$ cat src/rtl/kyber_pkg.sv
// Shared Kyber arithmetic constants and the coefficient type for the NTT datapath.
package kyber_pkg;

    localparam int KYBER_Q   = 3329;
    localparam int BARRETT_V = 20159;
    localparam int MONT      = -1044;  // 2^16 mod q, centred
    localparam int QINV      = -3327;  // q^-1 mod 2^16, signed

    typedef logic signed [15:0] coeff_t;

endpackage

$ cat src/rtl/ntt_bf_post_if.sv
// Controller-side bus of the butterfly post stage: issue side-band, Montgomery result, write-back pair.
interface ntt_bf_post_if #(
    parameter int ADDR_W = 8
);
    import kyber_pkg::*;

    logic              issue_valid;
    coeff_t            r_j;
    logic [ADDR_W-1:0] addr_j;
    logic [ADDR_W-1:0] addr_k;
    coeff_t            mont_t;
    logic              out_valid;
    coeff_t            out_lo;
    coeff_t            out_hi;
    logic [ADDR_W-1:0] out_addr_j;
    logic [ADDR_W-1:0] out_addr_k;
    logic              layer_done;
    logic [7:0]        bf_count;

    modport master (
        output issue_valid, r_j, addr_j, addr_k, mont_t,
        input  out_valid, out_lo, out_hi, out_addr_j, out_addr_k, layer_done, bf_count
    );

    modport slave (
        input  issue_valid, r_j, addr_j, addr_k, mont_t,
        output out_valid, out_lo, out_hi, out_addr_j, out_addr_k, layer_done, bf_count
    );

endinterface

$ cat src/rtl/ntt_bf_post_barrett_reduce.sv
// One registered Barrett reduction stage; output is centred in [-(q-1)/2, (q-1)/2].
module barrett_reduce
    import kyber_pkg::*;
#(
    parameter int Q = kyber_pkg::KYBER_Q,
    parameter int V = kyber_pkg::BARRETT_V
) (
    input  logic   clk,
    input  logic   rst,
    input  logic   en,
    input  coeff_t x,
    output coeff_t y
);

    logic signed [31:0] xs;
    logic signed [31:0] prod;
    logic signed [31:0] qest;
    coeff_t             yn;

    always_comb begin
        xs   = 32'(x);
        prod = xs * 32'(V);
        // Adding 2^25 before the arithmetic shift rounds q_est to nearest.
        qest = (prod + 32'sd33554432) >>> 26;
        yn   = 16'(xs - qest * 32'(Q));
    end

    always_ff @(posedge clk or posedge rst) begin
        if (rst) begin
            y <= '0;
        end else if (en) begin
            y <= yn;
        end
    end

endmodule

$ cat src/rtl/ntt_bf_post.sv
// NTT butterfly post stage: aligns r_j/addresses with the Montgomery product, adds/subtracts, Barrett-reduces, counts layers.
module ntt_bf_post
    import kyber_pkg::*;
#(
    parameter int KYBER_Q      = kyber_pkg::KYBER_Q,
    parameter int BARRETT_V    = kyber_pkg::BARRETT_V,
    parameter int MONT_LAT     = 2,
    parameter int ADDR_W       = 8,
    parameter int BF_PER_LAYER = 128
) (
    input logic              clk,
    input logic              rst,
    ntt_bf_post_if.slave     bus
);

    logic              al_v  [MONT_LAT];
    coeff_t            al_r  [MONT_LAT];
    logic [ADDR_W-1:0] al_aj [MONT_LAT];
    logic [ADDR_W-1:0] al_ak [MONT_LAT];

    logic              s1_v;
    coeff_t            s1_sum;
    coeff_t            s1_dif;
    logic [ADDR_W-1:0] s1_aj;
    logic [ADDR_W-1:0] s1_ak;

    // Free-running alignment line; its last slot meets mont_t.
    always_ff @(posedge clk or posedge rst) begin
        if (rst) begin
            for (int unsigned i = 0; i < MONT_LAT; i++) begin
                al_v[i]  <= 1'b0;
                al_r[i]  <= '0;
                al_aj[i] <= '0;
                al_ak[i] <= '0;
            end
        end else begin
            al_v[0]  <= bus.issue_valid;
            al_r[0]  <= bus.r_j;
            al_aj[0] <= bus.addr_j;
            al_ak[0] <= bus.addr_k;
            for (int unsigned i = 1; i < MONT_LAT; i++) begin
                al_v[i]  <= al_v[i-1];
                al_r[i]  <= al_r[i-1];
                al_aj[i] <= al_aj[i-1];
                al_ak[i] <= al_ak[i-1];
            end
        end
    end

    always_ff @(posedge clk or posedge rst) begin
        if (rst) begin
            s1_v   <= 1'b0;
            s1_sum <= '0;
            s1_dif <= '0;
            s1_aj  <= '0;
            s1_ak  <= '0;
        end else begin
            s1_v <= al_v[MONT_LAT-1];
            if (al_v[MONT_LAT-1]) begin
                s1_sum <= 16'(17'(al_r[MONT_LAT-1]) + 17'(bus.mont_t));
                s1_dif <= 16'(17'(al_r[MONT_LAT-1]) - 17'(bus.mont_t));
                s1_aj  <= al_aj[MONT_LAT-1];
                s1_ak  <= al_ak[MONT_LAT-1];
            end
        end
    end

    barrett_reduce #(.Q(KYBER_Q), .V(BARRETT_V)) u_red_lo (
        .clk (clk),
        .rst (rst),
        .en  (s1_v),
        .x   (s1_sum),
        .y   (bus.out_lo)
    );

    barrett_reduce #(.Q(KYBER_Q), .V(BARRETT_V)) u_red_hi (
        .clk (clk),
        .rst (rst),
        .en  (s1_v),
        .x   (s1_dif),
        .y   (bus.out_hi)
    );

    // Counter and layer_done load in the same stage as the reduced pair, so they line up with out_valid.
    always_ff @(posedge clk or posedge rst) begin
        if (rst) begin
            bus.out_valid  <= 1'b0;
            bus.out_addr_j <= '0;
            bus.out_addr_k <= '0;
            bus.bf_count   <= '0;
            bus.layer_done <= 1'b0;
        end else begin
            bus.out_valid  <= s1_v;
            bus.layer_done <= 1'b0;
            if (s1_v) begin
                bus.out_addr_j <= s1_aj;
                bus.out_addr_k <= s1_ak;
                if (bus.bf_count == 8'(BF_PER_LAYER - 1)) begin
                    bus.bf_count   <= '0;
                    bus.layer_done <= 1'b1;
                end else begin
                    bus.bf_count <= bus.bf_count + 8'd1;
                end
            end
        end
    end

endmodule

$ cat src/flat_wrapper.sv
// flat-port wrapper written by rule: the top's interface ports become plain ports
module ntt_bf_post_flat import kyber_pkg::*;
#(
    parameter int KYBER_Q      = kyber_pkg::KYBER_Q,
    parameter int BARRETT_V    = kyber_pkg::BARRETT_V,
    parameter int MONT_LAT     = 2,
    parameter int ADDR_W       = 8,
    parameter int BF_PER_LAYER = 128
)
  (clk, rst, bus_issue_valid, bus_r_j, bus_addr_j, bus_addr_k, bus_mont_t, bus_out_valid, bus_out_lo, bus_out_hi, bus_out_addr_j, bus_out_addr_k, bus_layer_done, bus_bf_count);
  ntt_bf_post_if #(.ADDR_W(ADDR_W)) bus_i ();
  input logic clk;
  input logic rst;
  input wire logic [$bits(bus_i.issue_valid)-1:0] bus_issue_valid;
  input wire logic [$bits(bus_i.r_j)-1:0] bus_r_j;
  input wire logic [$bits(bus_i.addr_j)-1:0] bus_addr_j;
  input wire logic [$bits(bus_i.addr_k)-1:0] bus_addr_k;
  input wire logic [$bits(bus_i.mont_t)-1:0] bus_mont_t;
  output wire logic [$bits(bus_i.out_valid)-1:0] bus_out_valid;
  output wire logic [$bits(bus_i.out_lo)-1:0] bus_out_lo;
  output wire logic [$bits(bus_i.out_hi)-1:0] bus_out_hi;
  output wire logic [$bits(bus_i.out_addr_j)-1:0] bus_out_addr_j;
  output wire logic [$bits(bus_i.out_addr_k)-1:0] bus_out_addr_k;
  output wire logic [$bits(bus_i.layer_done)-1:0] bus_layer_done;
  output wire logic [$bits(bus_i.bf_count)-1:0] bus_bf_count;
  assign bus_i.issue_valid = bus_issue_valid;
  assign bus_i.r_j = bus_r_j;
  assign bus_i.addr_j = bus_addr_j;
  assign bus_i.addr_k = bus_addr_k;
  assign bus_i.mont_t = bus_mont_t;
  assign bus_out_valid = bus_i.out_valid;
  assign bus_out_lo = bus_i.out_lo;
  assign bus_out_hi = bus_i.out_hi;
  assign bus_out_addr_j = bus_i.out_addr_j;
  assign bus_out_addr_k = bus_i.out_addr_k;
  assign bus_layer_done = bus_i.layer_done;
  assign bus_bf_count = bus_i.bf_count;
  ntt_bf_post #(.KYBER_Q(KYBER_Q), .BARRETT_V(BARRETT_V), .MONT_LAT(MONT_LAT), .ADDR_W(ADDR_W), .BF_PER_LAYER(BF_PER_LAYER)) u_core (.clk(clk), .rst(rst), .bus(bus_i));
endmodule
$ cat config.mk
export PLATFORM = sky130hd
export DESIGN_NAME = ntt_bf_post_flat
export DESIGN_NICKNAME = d
export VERILOG_FILES = /design/src/rtl/kyber_pkg.sv /design/src/rtl/ntt_bf_post_if.sv /design/src/rtl/ntt_bf_post_barrett_reduce.sv /design/src/rtl/ntt_bf_post.sv /design/src/flat_wrapper.sv
export SDC_FILE = /design/constraint.sdc
export NUM_CORES = 1
export LEC_CHECK = 0
export BUFFER_PORTS_ARGS = -buffer_cell sky130_fd_sc_hd__buf_4
export CAP_MARGIN = 20
export CORE_MARGIN = 2
export CORE_UTILIZATION = 50
export CTS_BUF_LIST = sky130_fd_sc_hd__clkbuf_8
export CTS_CLUSTER_SIZE = 14
export DETAILED_ROUTE_END_ITERATION = 8
export PLACE_DENSITY = 0.77
export SLEW_MARGIN = 20
export SYNTH_ARGS = -nofsm -noshare
export SYNTH_HDL_FRONTEND = slang
export SYNTH_SLANG_ARGS = --single-unit
export TNS_END_PERCENT = 20
$ cat constraint.sdc
create_clock -name clk -period 21.7 [get_ports clk]
set_input_delay 4.34 -clock clk [delete_from_list [all_inputs] [get_ports clk]]
set_output_delay 4.34 -clock clk [all_outputs]
set_load 0.05 [all_outputs]
# Word-level counts from Yosys, hierarchy flattened
# Index checks and enable logic that the tools add are counted.
[op_classes] add_sub_neg=7 muxes=3 n_eq_ne=1 n_mul=4
[op_table] op="$add 32x27->32 const B" n=2
[op_table] op="$mul 16x16->32 const B" n=2
[op_table] op="$sub 16x16->16" n=3
[op_table] op="$mul 6x13->16 const B" n=2
[op_table] op="$add 16x16->16" n=1
[op_table] op="$add 8x1->8 const B" n=1
[op_table] op="$eq 8x7->1 const B" n=1
[op_table] op="$mux 8" n=1
[op_table] op="$mux 1" n=2
[totals] input_bits=51 word_cells=35 regBits=173 output_inout_bits=58

# Longest topological paths before layout
[depth] word_depth=4 mapped_depth=36

# Cells and area by module
# A second synthesis with hierarchy kept.
[unflattened] cells_unflattened=2139 hier_area_um2=22082.4
[modules_own_cells] module="barrett_reduce at u_core.u_red_lo" seq_area_each_um2=400.4 cells_per_inst=839 area_each_um2=8105.3 n_inst=1
[modules_own_cells] module="barrett_reduce at u_core.u_red_hi" seq_area_each_um2=400.4 cells_per_inst=810 area_each_um2=7930.1 n_inst=1
[modules_own_cells] module="ntt_bf_post" seq_area_each_um2=3503.4 cells_per_inst=490 area_each_um2=6047.0 n_inst=1

# Worst setup path after synthesis
# OpenSTA, ideal clock, no wires.
[synth_path] kind="flip-flop to flip-flop" startpoint="register u_core.s1_sum[15]" endpoint="register u_core.u_red_lo.y[15]" path_slack_ns=12.524 stages_incl_launch_ff=36 t_arrival_ns=9.052 cell_sequence="dfrtp_1 inv_1 fa_1 inv_1 fa_1 inv_1 fa_1 inv_1 fa_1 fa_1 inv_1 fa_1 inv_1 ha_1 or3_1 a311oi_1 o21ai_1 o2111ai_2 a31oi_2 nor2_2 xnor2_4 inv_1 ha_1 ha_1 inv_1 fa_1 inv_1 fa_1 inv_1 ha_1 nor3_1 o2111a_1 o41ai_1 nor2_1 and3_1 a211o_1"
[synth_between] elab_chain_len=4
[synth_lines] element="start, declared" line_no="ntt_bf_post.sv:22" text="coeff_t s1_sum;"
[synth_lines] element="start signal, assigned" line_no="ntt_bf_post.sv:60" text="s1_sum <= 16'(17'(al_r[MONT_LAT-1]) + 17'(bus.mont_t));"
[synth_lines] element="$mul 16x16->32" line_no="ntt_bf_post_barrett_reduce.sv:22" text="prod = xs * 32'(V);"
[synth_lines] element="$add 32x27->32" line_no="ntt_bf_post_barrett_reduce.sv:24" text="qest = (prod + 32'sd33554432) >>> 26;"
[synth_lines] element="$mul 6x13->16" line_no="ntt_bf_post_barrett_reduce.sv:25" text="yn = 16'(xs - qest * 32'(Q));"
[synth_lines] element="$sub 16x16->16 *" line_no="ntt_bf_post_barrett_reduce.sv:25"
[synth_lines] element="end signal, assigned" line_no="ntt_bf_post_barrett_reduce.sv:32" text="y <= yn;"
[synth_lines] element="end, declared" line_no="ntt_bf_post_barrett_reduce.sv:12" text="output coeff_t y"
# Every way passes the cells marked *; elsewhere a longest branch is shown, timed or not.
# A chain may end at the register's enable or synchronous reset.

# Worst setup path after layout
[layout_path] startpoint="register u_core.s1_dif[14]" endpoint="register u_core.u_red_hi.y[15]"
[layout_between] elab_chain_len=4
[layout_lines] element="start, declared" line_no="ntt_bf_post.sv:23" text="coeff_t s1_dif;"
[layout_lines] element="start signal, assigned" line_no="ntt_bf_post.sv:61" text="s1_dif <= 16'(17'(al_r[MONT_LAT-1]) - 17'(bus.mont_t));"
[layout_lines] element="$mul 16x16->32" line_no="ntt_bf_post_barrett_reduce.sv:22"
[layout_lines] element="$add 32x27->32" line_no="ntt_bf_post_barrett_reduce.sv:24"
[layout_lines] element="$mul 6x13->16" line_no="ntt_bf_post_barrett_reduce.sv:25"
[layout_lines] element="$sub 16x16->16 *" line_no="ntt_bf_post_barrett_reduce.sv:25"
[layout_lines] element="end signal, assigned" line_no="ntt_bf_post_barrett_reduce.sv:32"
[layout_lines] element="end, declared" line_no="ntt_bf_post_barrett_reduce.sv:12"
# Marked as above.

==> flow_metrics.tcl <==
set metrics [dict create \
    dp_hpwl_microns 39790 \
    worstRegToRegCells 34 \
    hold_viol_final 0 \
    fin_crit_sh_pct 44.68 \
    postCtsSetupRepairBufs 0 \
    route.detailed.drc 0 \
    fin_nets 2922 \
    syn_area_sq_um 21450 \
    wl_per_cell_microns 17.08 \
    grt_use_met2_pct 36.58 \
    dr_total_vias 13944 \
    ant_nets 0 \
    coreArea_sq_um 42130 \
    worstSetupStartpoint "u_core.s1_dif[14]" \
    grt_max_degree 111 \
    synthArstFlopShare_pct 100.0 \
    synthDistinctLibCells 67 \
    synthCells 2074 \
    post-route-min-period_ns 9.697 \
    initial_core_util_pct 50.90 \
    io_buffers 108 \
    timing.rr.end "u_core.u_red_hi.y[15]" \
    cts_resized 0 \
    cts.sinks 172 \
    avgSynthCellArea_sq_um 10.34 \
    grt_overflow 0 \
    drtIter0Drc 778 \
    critPathMaxFanout 11 \
    crit_top_cell "fa_1" \
    tightest_slew_ns 0.8698 \
    htreeDepth 4 \
    startpoint_type "flop" \
    grt_util_all_layers_pct 22.66 \
    drv_slew 0 \
    ys.warnings.count 0 \
    final.setup.tns_ns 0 \
    cts_max_path_buffers 2 \
    maxCapViolCount 0 \
    status "completed" \
    cp_top_family "adder cells" \
    timing.rr.start "u_core.s1_dif[14]" \
    rsz0062_at_grt "no" \
    clkTransAtPathRegs_ns 0.11 \
    end_kind "flop" \
    critical-path-slowest-cell "dfrtp_1" \
    gp_congestion 1.001 \
    synth_edf_count 0 \
    synth_top_area_cell "fa_1" \
    ctsRootBufferMaster "clkbuf_8" \
    n_fill_cell 3531 \
    cts_tree "yes" \
    synth_ff_type "dfrtp_1" \
    arrival_ns 10.14 \
    std_cell_rows 75 \
    diodes 0 \
    crit_cells 34 \
    regArea_sq_um 4307 \
    drive_gt1_share_pct 10.51 \
    use_met3_pct 4.609 \
    ioPinCount 109 \
    chipWidth_microns 211.1 \
    regToRegSetupSlack_ns 12.00 \
    crit_end "u_core.u_red_hi.y[15]" \
    syn_nets 2811 \
    vias_per_cell 5.095 \
    max_stage_delay_ns 0.67 \
    grt_pass1_vias 15270 \
    clk_latency_ns 0.50 \
    cts_hold_buf 0 \
    fin_cells 2737 \
    max_slew_margin_pct 42.01 \
    max_freq_mhz 103.1 \
    busiest_layer "met2" \
    setup_violations 0 \
    ys_ff_latch 172 \
    hold_class "reg2reg" \
    synth_seq_area_share_pct 20.07 \
    skew_ns 0.01566 \
    place_inst 2705 \
    die_h_microns 211.1 \
    drt_first_pass_iters 5 \
    multiInputGateArea_sq_um 14670 \
    grt_pass1_wl_microns 78230 \
    dieArea_sq_um 44570 \
    grt_antenna_before_repair 1 \
    synth_top_area_share_pct 28.19 \
    area_delta_synth_final_pct 8.990 \
    criticalPathCategory "reg2reg" \
    cts_inserted_buffers 17 \
    crit_required_ns 22.14 \
    routed_wl_microns 46740 \
    worst_hold_slack_ns 0.3600 \
    synth.area.top_cells "fa_1 28%, ha_1 22%, dfrtp_1 20%" \
    use_met1_pct 31.00 \
    worst-path-buf-inv 7 \
]
cells in the final DEF (no fill, tap or decap), types with 3 or more instances in the layout:
cell,instances
dfrtp_1,170
xor2_1,25
inv_12,3
o31ai_1,5
nand2_1,42
xnor2_1,56
and3_1,6
a211oi_1,7
a31oi_1,6
mux2_2,58
and2_1,7
o21ai_0,36
inv_6,3
nand4_1,9
ha_1,384
a211o_1,5
or3_1,9
nor2b_1,11
o21bai_1,10
o22ai_1,3
a21oi_1,65
o21ai_1,6
clkinv_8,5
clkbuf_8,17
buf_4,114
fa_1,302
nand3_1,12
or2_2,6
nor3_1,27
o21a_1,10
nor2_1,65
a211oi_2,3
nand3b_1,5
a21o_1,9
o211ai_1,3
nand2b_1,10
inv_1,635
worst min-delay path by stage:
stage	startpoint	to	slack [ns]	depth (start not counted)
2_1_floorplan	u_core.al_aj[8]	u_core.al_aj[0]	0.33	0
3_3_place_gp	u_core.al_ak[13]	u_core.al_ak[5]	0.33	0
3_5_place_dp	u_core.al_aj[13]	u_core.al_aj[5]	0.33	0
4_1_cts	u_core.al_r[30]	u_core.al_r[14]	0.36	0
5_1_grt	u_core.al_aj[8]	u_core.al_aj[0]	0.37	0
6_report	u_core.al_aj[13]	u_core.al_aj[5]	0.36	0
worst register-to-register path: cells and delay by family (launching register included):
family                     cells  cell delay, ns
buffers and inverters          7            0.58
xor gates and xnor gates       2            0.83
AOI/OAI and AO/OA              8            1.55
DFF                            1            0.67
and+or+nand+nor                5            0.75
adders and majority gates     12            5.23
cells in the mapped netlist (all sizes together), types with 2 or more instances:
master   instances
a21o             9
o2111a           2
o21ai           44
and3             7
mux2            58
xor2            26
o21a            10
fa             302
and2b            2
or2              6
mux2i            2
o31ai            5
and2             8
dfrtp          172
ha             384
nor3            27
a211oi          10
or3              9
o211ai           3
xnor2           57
a211o            5
inv            636
nand4            9
a221oi           2
nand2b          10
o21bai          10
nand3           12
o2111ai          4
buf              3
o311ai           2
nor2b           11
o22ai            3
nand3b           5
nand2           42
clkbuf          19
nor2            66
a2111oi          2
a31oi            7
nor4             2
a21oi           66
per-stage QoR:
stage	instance area, sq um	utilization, %	worst slack (ns)
floorplan	21450	-	12.52
global placement	22900	54.36	12.15
detailed placement	22900	54.36	11.98
global route	23370	55.48	11.46
CTS	23370	55.48	11.96
finish	23370	55.48	12.00
layout make-up:
| type | instances | share of cell area (%) |
|---|---|---|
| flip-flops and latches | 172 | 18.42 |
| clock buffers | 17 | 1.001 |
| inverters | 636 | 10.25 |
| repair buffers | 114 | 3.661 |
| well taps | 539 | 2.885 |
| clock inverters | 15 | 1.012 |
| multi-input cells | 1244 | 62.77 |
kinds of logic (layout without fill, tap and decap cells):
| family | after synthesis | after routing | share of synthesized area (%) |
|---|---|---|---|
| buffers and inverters | 658 | 782 | 11.52 |
| xor gates and xnor gates | 84 | 84 | 3.670 |
| AOI/OAI and AO/OA | 194 | 194 | 5.898 |
| DFF | 172 | 172 | 20.07 |
| muxes | 60 | 60 | 3.139 |
| and+or+nand+nor | 220 | 220 | 5.116 |
| adders and majority gates | 686 | 686 | 50.59 |
per-layer routing:
metal / vias to the layer above / share of wire, %
met2: 313 / 47
met4: 2 / 2.3
met1: 6951 / 45
li1: 6622 / -
met5: - / 0.028
met3: 56 / 6.1
registers in the layout, indices dropped and copies added, names as in the netlist, 2 cells and up:
| signal | flops |
|---|---|
| u_core.u_red_hi.y | 16 |
| u_core.u_red_lo.y | 16 |
| u_core.bus.bf_count | 8 |
| u_core.al_ak | 16 |
| u_core.bus.out_addr_j | 8 |
| u_core.s1_aj | 8 |
| u_core.al_r | 32 |
| u_core.s1_ak | 8 |
| u_core.s1_sum | 15 |
| u_core.al_v | 2 |
| u_core.al_aj | 16 |
| u_core.bus.out_addr_k | 8 |
| u_core.s1_dif | 16 |
Power is not shown: default switching activity piles up to over one toggle a cycle in this logic, so the estimate is an artifact.
